$ cat src/rtl/seg_frame_scheduler.sv
// seg_frame_scheduler: ping-pong frame-buffer scheduler.
//
// The segmentation engine writes class IDs in raster order into the back bank.
// result_display reads the front bank. Both share one single-port synchronous RAM.
// The reader always wins the RAM port.
// Banks swap only at a display frame boundary, or immediately for the very first frame.
// Because of this, the display never shows a partially written class map.
module seg_frame_scheduler #(
  parameter int IMAGE_WIDTH  = 320,
  parameter int IMAGE_HEIGHT = 240,
  parameter int ADDR_WIDTH   = 20
) (
  input  logic                  clk,
  input  logic                  rst_n,
  input  logic                  start,
  input  logic                  wr_req,
  input  logic [7:0]            wr_data,
  output logic                  wr_gnt,
  input  logic                  rd_req,
  input  logic [ADDR_WIDTH-1:0] rd_addr,
  output logic                  rd_valid,
  output logic [7:0]            rd_data,
  input  logic                  rd_frame_start,
  output logic                  mem_en,
  output logic                  mem_we,
  output logic [ADDR_WIDTH-1:0] mem_addr,
  output logic [7:0]            mem_wdata,
  input  logic [7:0]            mem_rdata,
  output logic                  front_bank,
  output logic                  frame_ready,
  output logic                  done,
  output logic [7:0]            frame_cnt
);

  localparam int NPIX = IMAGE_WIDTH * IMAGE_HEIGHT;
  localparam logic [ADDR_WIDTH-1:0] NPIX_A = ADDR_WIDTH'(NPIX);
  localparam logic [ADDR_WIDTH-1:0] LAST_A = ADDR_WIDTH'(NPIX - 1);

  typedef enum logic [1:0] {
    IDLE      = 2'd0,
    FILL      = 2'd1,
    WAIT_SWAP = 2'd2
  } state_t;

  state_t                state_q, state_d;
  logic                  front_bank_q, front_bank_d;
  logic                  frame_ready_q, frame_ready_d;
  logic                  done_q, done_d;
  logic [7:0]            frame_cnt_q, frame_cnt_d;
  logic [ADDR_WIDTH-1:0] wr_cnt_q, wr_cnt_d;
  logic                  rd_valid_q, rd_valid_d;
  // Set when last cycle's read really touched the RAM, so mem_rdata is meaningful now.
  logic                  rd_hit_q, rd_hit_d;

  logic                  rd_ok;
  logic                  wr_fire;
  logic [ADDR_WIDTH-1:0] front_base;
  logic [ADDR_WIDTH-1:0] back_base;

  // RAM port arbitration: a read always wins, and a write goes only when no read is asking.
  always_comb begin
    // NOTE: every signal assigned in always_comb gets a default first, so no latch is inferred.
    mem_en     = 1'b0;
    mem_we     = 1'b0;
    mem_addr   = '0;
    mem_wdata  = wr_data;
    front_base = front_bank_q ? NPIX_A : '0;
    back_base  = front_bank_q ? '0 : NPIX_A;
    // Reads of an empty front bank or past the frame end skip the RAM and return zero.
    rd_ok      = rd_req && frame_ready_q && (rd_addr < NPIX_A);
    wr_gnt     = (state_q == FILL) && !rd_req;
    wr_fire    = wr_req && wr_gnt;
    if (rd_req) begin
      mem_en   = rd_ok;
      mem_addr = front_base + rd_addr;
    end else if (wr_fire) begin
      mem_en   = 1'b1;
      mem_we   = 1'b1;
      mem_addr = back_base + wr_cnt_q;
    end
  end

  // Next-state logic: fill the back bank, then swap at the first frame end or at the next vsync.
  always_comb begin
    state_d       = state_q;
    front_bank_d  = front_bank_q;
    frame_ready_d = frame_ready_q;
    done_d        = 1'b0;
    frame_cnt_d   = frame_cnt_q;
    wr_cnt_d      = wr_cnt_q;
    rd_valid_d    = rd_req;
    rd_hit_d      = rd_ok;

    unique case (state_q)
      IDLE: begin
        if (start) state_d = FILL;
      end
      FILL: begin
        if (wr_fire) begin
          if (wr_cnt_q == LAST_A) begin
            if (!frame_ready_q) begin
              state_d       = FILL;
              front_bank_d  = !front_bank_q;
              frame_ready_d = 1'b1;
              done_d        = 1'b1;
              frame_cnt_d   = frame_cnt_q + 8'd1;
              wr_cnt_d      = '0;
            end else begin
              state_d = WAIT_SWAP;
            end
          end else begin
            wr_cnt_d = wr_cnt_q + 1'b1;
          end
        end
      end
      WAIT_SWAP: begin
        if (rd_frame_start) begin
          state_d       = FILL;
          front_bank_d  = !front_bank_q;
          frame_ready_d = 1'b1;
          done_d        = 1'b1;
          frame_cnt_d   = frame_cnt_q + 8'd1;
          wr_cnt_d      = '0;
        end
      end
      default: state_d = IDLE;
    endcase
  end

  // State register with synchronous active-low reset; reset discards any partial frame.
  always_ff @(posedge clk) begin
    if (!rst_n) begin
      state_q       <= IDLE;
      front_bank_q  <= 1'b0;
      frame_ready_q <= 1'b0;
      done_q        <= 1'b0;
      frame_cnt_q   <= 8'd0;
      wr_cnt_q      <= '0;
      rd_valid_q    <= 1'b0;
      rd_hit_q      <= 1'b0;
    end else begin
      // NOTE: sequential state uses non-blocking assignments so all flops update together.
      state_q       <= state_d;
      front_bank_q  <= front_bank_d;
      frame_ready_q <= frame_ready_d;
      done_q        <= done_d;
      frame_cnt_q   <= frame_cnt_d;
      wr_cnt_q      <= wr_cnt_d;
      rd_valid_q    <= rd_valid_d;
      rd_hit_q      <= rd_hit_d;
    end
  end

  assign front_bank  = front_bank_q;
  assign frame_ready = frame_ready_q;
  assign done        = done_q;
  assign frame_cnt   = frame_cnt_q;
  assign rd_valid    = rd_valid_q;
  // The RAM output register supplies the read data; it is forced to zero unless a real access happened.
  assign rd_data     = rd_hit_q ? mem_rdata : 8'd0;

endmodule

$ cat config.mk
export PLATFORM = sky130hd
export DESIGN_NAME = seg_frame_scheduler
export DESIGN_NICKNAME = d
export VERILOG_FILES = /design/src/rtl/seg_frame_scheduler.sv
export SDC_FILE = /design/constraint.sdc
export NUM_CORES = 1
export LEC_CHECK = 0
export ABC_AREA = 1
export CAP_MARGIN = 20
export CELL_PAD_IN_SITES_DETAIL_PLACEMENT = 1
export CELL_PAD_IN_SITES_GLOBAL_PLACEMENT = 2
export CORE_MARGIN = 2
export CORE_UTILIZATION = 26
export DETAILED_ROUTE_END_ITERATION = 8
export PLACE_DENSITY_LB_ADDON = 0.1
export SKIP_LAST_GASP = 1
export SLEW_MARGIN = 20
export SYNTH_ARGS = -nofsm -noshare
export SYNTH_HDL_FRONTEND = slang
export SYNTH_SLANG_ARGS = --single-unit
$ cat constraint.sdc
create_clock -name clk -period 4.2 [get_ports clk]
set_clock_uncertainty 0.1 [all_clocks]
set_input_delay 1.05 -clock clk [delete_from_list [all_inputs] [get_ports clk]]
set_output_delay 1.05 -clock clk [all_outputs]
set_load 0.02 [all_outputs]
==> results of run 1 <==
## kinds of logic after synthesis
kind of cell	Yosys count	synth area share [%]
adders and majority gates	16	6.91
and+or+nand+nor	298	41.3
buffers and inverters	105	14.6
DFF	35	22.5
xor gates and xnor gates	5	1.41
AOI/OAI and AO/OA	73	13.3
## cells in the mapped netlist (all sizes together), types with 2 or more instances
master	n
a21oi	35
o21bai	2
nand2	163
fa	2
nand3	33
and2	2
xor2	5
nor2	80
o22ai	3
a22o	3
inv	79
dfxtp	35
buf	12
clkinv	2
o31ai	2
clkbuf	12
ha	14
nand4	10
nor3	9
o21ai	24
## tightest hold or removal path: cells and delay by family (launching register included)
kind / cells / cell delay [ns]
AO/OA/AOI/OAI: 1 / 0.06
buffers and inverters: 1 / 0.07
flip-flops: 1 / 0.32
## layer usage
metal  vias up  wire length [um]
met2        57              5240
met1      1656              5210
met3         7               417
met4         0                97
met5         -                 0
li1       1824                 -
## sequential cells by signal, summed over array words and instances (netlist names)
signal,count
front_bank,1
wr_cnt_q,20
rd_valid,1
frame_cnt,8
done,1
state_q,2
frame_ready,1
rd_hit_q,1
## metrics by stage
step	area, um^2	cells	hold WS (ns)	worst slack [ns]
2_1_floorplan	3120	532	0.370	0.443
3_3_place_gp	4050	746	0.370	-0.401
3_5_place_dp	4050	746	0.386	-0.427
4_1_cts	4180	754	0.398	-0.175
5_1_grt	4190	754	0.419	-0.130
6_report	4190	754	0.391	0.00874
## final cells by class
cell class,instances,area [um^2]
tap,143,179
timing repair buffer,95,885
fill,1532,7380
clock inverter,3,15.0
clock buffer,5,125
inverter,81,307
sequential,35,701
multi-input combinational,392,1970
## report_power, final
| part | internal (mW) | switching (mW) | total, mW |
|---|---|---|---|
| Combinational | 0.344 | 0.618 | 0.963 |
| Sequential | 0.367 | 0.0305 | 0.397 |
| Clock | 0.217 | 0.160 | 0.377 |
| Total | 0.928 | 0.809 | 1.74 |
## worst min-delay path by stage
stage | start | slack (ns) | endpoint
final | frame_cnt[6] | 0.39 | frame_cnt[6]
after global routing | frame_cnt[6] | 0.42 | frame_cnt[6]
after CTS | frame_cnt[6] | 0.40 | frame_cnt[6]
after global placement | frame_cnt[6] | 0.37 | frame_cnt[6]
after floorplan | wr_cnt_q[5] | 0.37 | wr_cnt_q[5]
after detailed placement | frame_cnt[6] | 0.39 | frame_cnt[6]
==> metrics.csv, run 1 <==
stage;metric;value;unit
status;status;finished clean;
layout;fin_util;36.2;%
timing;hold_viol_final;0;
setup_path;cpPeakStageDelay;0.43;ns
logic_synthesis;yosysWarningCount;0;
timing;max_freq;239;MHz
routing;vias;3544;
setup_path;endpoint;mem_addr[18];
timing;tns;0;ns
routing;wl;11.0;mm
clock_tree;path_clk_slew;0.06;ns
global_routing;overflow;0;
place;globalplace.congestion;0.797;
clock_tree;htreeDepth;2;
clock_tree;cts_resized;10;
timing;finalMaxSlewViolations;0;
setup_path;crit_family;buffers and inverters;
layout;final_cell_mix;158 x nand2_1, 78 x inv_1, 76 x nor2_1;
logic_synthesis;synth_area;3120;um^2
die;fp.dieH;113;um
power_and_ir_drop;vdd_drop_max;191;uV
setup_path;cp_common_cell;nand2_1;
global_routing;antenna_found_initial;0;
setup_path;arrival;3.04;ns
place;portBuffers;76;
setup_path;reg2reg_from;state_q[1];
logic_synthesis;ys_async_sr_fraction;0;%
logic_synthesis;synth_top_area_share;22.5;%
logic_synthesis;synthDistinctLibCells;38;
global_routing;track_usage;17.1;%
global_routing;grtUsageMet1;22.8;%
routing;drt_first_iter_violations;137;
die;die_area;12900;um^2
clock_tree;clk_path_buf_depth;2;
setup_path;path_class;input port to output port;
setup_path;path_depth;13;
setup_path;cp_num_buf_inv;3;
routing;viasPerCell;4.70;
global_routing;grt_use_met3;2.23;%
layout;diodes;0;
global_routing;grt_first_pass_wirelength;17.7;mm
logic_synthesis;synth_edf_count;0;
die;start_util;26.9;%
setup_path;timing.rr.end;wr_cnt_q[10];
setup_path;crit_slowest_cell;clkdlybuf4s50_1;
clock_tree;cts_setup_buffers;0;
timing;worst_pin_slew;0.665;ns
routing;drc;0;
layout;area_growth;34.3;%
clock_tree;clock_sinks;35;
timing;slew_headroom;55.6;%
global_routing;grt_pass1_vias;3615;
setup_path;path_max_fanout;2;
power_and_ir_drop;cellPowerDensity;415;nW/um^2
timing;fin_crit_sh;99.8;%
die;die_w;113;um
clock_tree;cts_tree;built;
timing;fin_crit;4.19;ns
global_routing;grt_max_degree;22;
global_routing;top_usage_layer;met2;
timing;rsz0062_at_grt;true;
place;dp_hpwl;8.73;mm
clock_tree;hold_buffers;0;
routing;drt-wirelength-per-cell;14.5;um
logic_synthesis;syn_area_per_cell;5.86;um^2
logic_synthesis;ys_ff_latch;35;
setup_path;cp-start-kind;input port;
setup_path;crit_required;3.05;ns
power_and_ir_drop;power_leakage;1.89;nW
setup_path;crit_chain;clkdlybuf4s50_1 -> ha_2 -> fa_1 -> nand3_1 -> nand2_1 -> nand2_1 -> nor2_1 -> nand2_1 -> nand2_1 -> buf_4 -> a21oi_1 -> o21ai_0 -> clkbuf_2;
setup_path;reg2reg_depth;14;
logic_synthesis;synthesis.nets;590;
worst_hold_path;hold_class;flip-flop to flip-flop;
routing;first_pass_iters;4;
logic_synthesis;synth.largest_area_cell;dfxtp_1;
logic_synthesis;synth_seq_area_share;22.5;%
setup_path;critPathLaunch;rd_addr[10];
layout;finalNetCount;668;
setup_path;worstSetupEndpointType;output port;
logic_synthesis;synth_ff_type;dfxtp_1;
die;rows;39;
layout;final_common_cell;nand2_1;
die;core;11600;um^2
routing;ant_nets;0;
die;ios;93;
power_and_ir_drop;total_power;1.74;mW
setup_path;r2r_slack;1.67;ns
worst_hold_path;whs_path_depth;2;
clock_tree;cts-root-buf;clkbuf_16;
global_routing;grt_use_met2;29.7;%
logic_synthesis;netlist_instances;532;
timing;finalSetupViolCount;0;
clock_tree;cts_buffers;5;
flow_run;drv_cap;0;
clock_tree;clkLatencyLatePin;0.29;ns
layout;final_layout_size_suffix_gt1_share;8.84;%
logic_synthesis;synth.area.top_cells;dfxtp_1 22%, nand2_1 19%, inv_1 9.4%, nor2_1 9.2%, ha_1 5.6%;
Power figures use the tool's default switching activity.
==> run 2, diff against run 1 <==
- CTS_BUF_LIST: default -> sky130_fd_sc_hd__clkbuf_8
==> metrics.csv, run 2 (same netlist as run 1, synthesis figures left out) <==
stage;metric;value;unit;change
status;status;finished clean;;
setup_path;worstSetupEndpointType;output port;;
routing;drt_first_iter_violations;137;;unchanged
clock_tree;clock_sinks;35;;unchanged
die;start_util;26.9;%;unchanged
global_routing;grt_first_pass_wirelength;17.7;mm;-0.27%
routing;first_pass_iters;4;;unchanged
setup_path;arrival;3.04;ns;about the same
clock_tree;cts_setup_buffers;0;;unchanged
setup_path;crit_slowest_cell;clkdlybuf4s50_1;;
timing;finalMaxSlewViolations;0;;unchanged
routing;drt-wirelength-per-cell;14.4;um;-0.68%
global_routing;grt_max_degree;22;;unchanged
die;die_area;12900;um^2;unchanged
timing;rsz0062_at_grt;true;;
setup_path;crit_chain;clkdlybuf4s50_1 -> ha_2 -> fa_1 -> nand3_1 -> nand2_1 -> nand2_1 -> nor2_1 -> nand2_1 -> nand2_1 -> buf_4 -> a21oi_1 -> o21ai_0 -> clkbuf_2;;
layout;largest-register;wr_cnt_q;;
die;die_w;113;um;unchanged
global_routing;track_usage;17.0;%;-0.10 points
global_routing;grt_pass1_vias;3612;;-0.083%
place;post_dp_cell_area;4050;um^2;unchanged
setup_path;cpPeakStageDelay;0.43;ns;about the same
worst_hold_path;hold_class;flip-flop to flip-flop;;
layout;diodes;0;;unchanged
global_routing;antenna_found_initial;0;;unchanged
setup_path;cp_num_buf_inv;3;;unchanged
clock_tree;path_clk_slew;0.08;ns;+0.02 ns
place;dp_hpwl;8.73;mm;unchanged
place;portBuffers;76;;unchanged
clock_tree;clkLatencyLatePin;0.30;ns;about the same
routing;viasPerCell;4.67;;-0.68%
power_and_ir_drop;cellPowerDensity;392;nW/um^2;-5.5%
power_and_ir_drop;power_leakage;1.87;nW;-1.4%
routing;drc;0;;unchanged
clock_tree;cts-root-buf;clkbuf_8;;
layout;fin_util;35.7;%;-0.49 points
layout;final_cell_mix;158 x nand2_1, 78 x inv_1, 76 x nor2_1;;
die;rows;39;;unchanged
layout;final_layout_size_suffix_gt1_share;8.84;%;unchanged
power_and_ir_drop;vdd_drop_max;172;uV;-10%
setup_path;cp-start-kind;input port;;
clock_tree;cts_tree;built;;
layout;finalInstanceArea;4130;um^2;-1.3%
layout;fill_cells;1536;;+0.26%
global_routing;overflow;0;;unchanged
layout;fin_cells;754;;unchanged
timing;fin_crit;4.19;ns;unchanged
timing;tns;0;ns;unchanged
timing;worst_pin_slew;0.659;ns;-0.00587 ns
setup_path;cp_common_cell;nand2_1;;
die;ios;93;;unchanged
setup_path;crit_required;3.05;ns;about the same
routing;ant_nets;0;;unchanged
timing;max_freq;239;MHz;unchanged
layout;largest_register_ffs;20;;unchanged
timing;finalSetupViolCount;0;;unchanged
routing;vias;3520;;-0.68%
place;dp.cells;746;;unchanged
layout;final_common_cell;nand2_1;;
timing;fin_crit_sh;99.8;%;unchanged
die;core;11600;um^2;unchanged
clock_tree;htreeDepth;2;;unchanged
setup_path;path_class;input port to output port;;
clock_tree;clk_path_buf_depth;2;;unchanged
setup_path;crit_family;buffers and inverters;;
timing;holdWs;0.394;ns;+0.00304 ns
setup_path;path_max_fanout;2;;unchanged
flow_run;drv_cap;0;;unchanged
place;globalplace.congestion;0.797;;unchanged
clock_tree;hold_buffers;0;;unchanged
clock_tree;cts_buffers;5;;unchanged
layout;finalNetCount;668;;unchanged
layout;area_growth;32.5;%;
timing;slew_headroom;56.0;%;+0.39 points
die;fp.dieH;113;um;unchanged
timing;hold_viol_final;0;;unchanged
routing;wl;10.9;mm;-0.68%
run 2: final timing paths:
| kind | startpoint | endpoint | slack, ns | depth (start not counted) |
|---|---|---|---|---|
| setup reg to reg | state_q[1] | wr_cnt_q[6] | 1.67 | 13 |
| hold / removal | frame_cnt[6] | frame_cnt[6] | 0.39 | 2 |
| setup / recovery | rd_addr[10] | mem_addr[18] | 0.009 | 13 |
| hold reg to reg | frame_cnt[6] | frame_cnt[6] | 0.39 | 2 |
run 2: per-stage QoR:
| step | power, mW | worst slack [ns] |
|---|---|---|
| after global routing | 1.77 | -0.130 |
| final | 1.62 | 0.00874 |
| after CTS | 1.65 | -0.175 |
| after detailed placement | 1.39 | -0.427 |
| after floorplan | 1.05 | 0.443 |
| after global placement | 1.37 | -0.401 |
run 2: routing by layer:
layer / wire length [um] / vias to the layer above / GRT usage, %
li1: - / 1824 / -
met1: 5260 / 1635 / 22.7
met2: 5190 / 54 / 29.6
met3: 354 / 7 / 2.23
met4: 86 / 0 / 3.50
met5: 0 / - / 0
run 2: repair_timing:
action / CTS / global route
resized for setup: 10 / 15
pin swaps: 0 / 0
endpoints found under the setup margin: 7 / 7
run 2: worst reg2reg max path, delay by kind of cell (launching register included):
family	cells	cell delay (ns)
buffers and inverters	4	0.65
adders and majority gates	1	0.33
DFF	1	0.33
and+or+nand+nor	7	0.91
AOI/OAI and AO/OA	1	0.14
run 2: layout make-up:
type                    count  area [um^2]  area share, %
clock inverters             3         15.0          0.364
multi-input cells         392         1970           47.8
flip-flops and latches     35          701           17.0
well taps                 143          179           4.33
repair buffers             95          885           21.4
inverters                  81          307           7.42
clock buffers               5         68.8           1.67
run 2: power breakdown:
part           switching [mW]  internal [mW]
combinational           0.617          0.344
clock                   0.147          0.114
sequential             0.0306          0.366
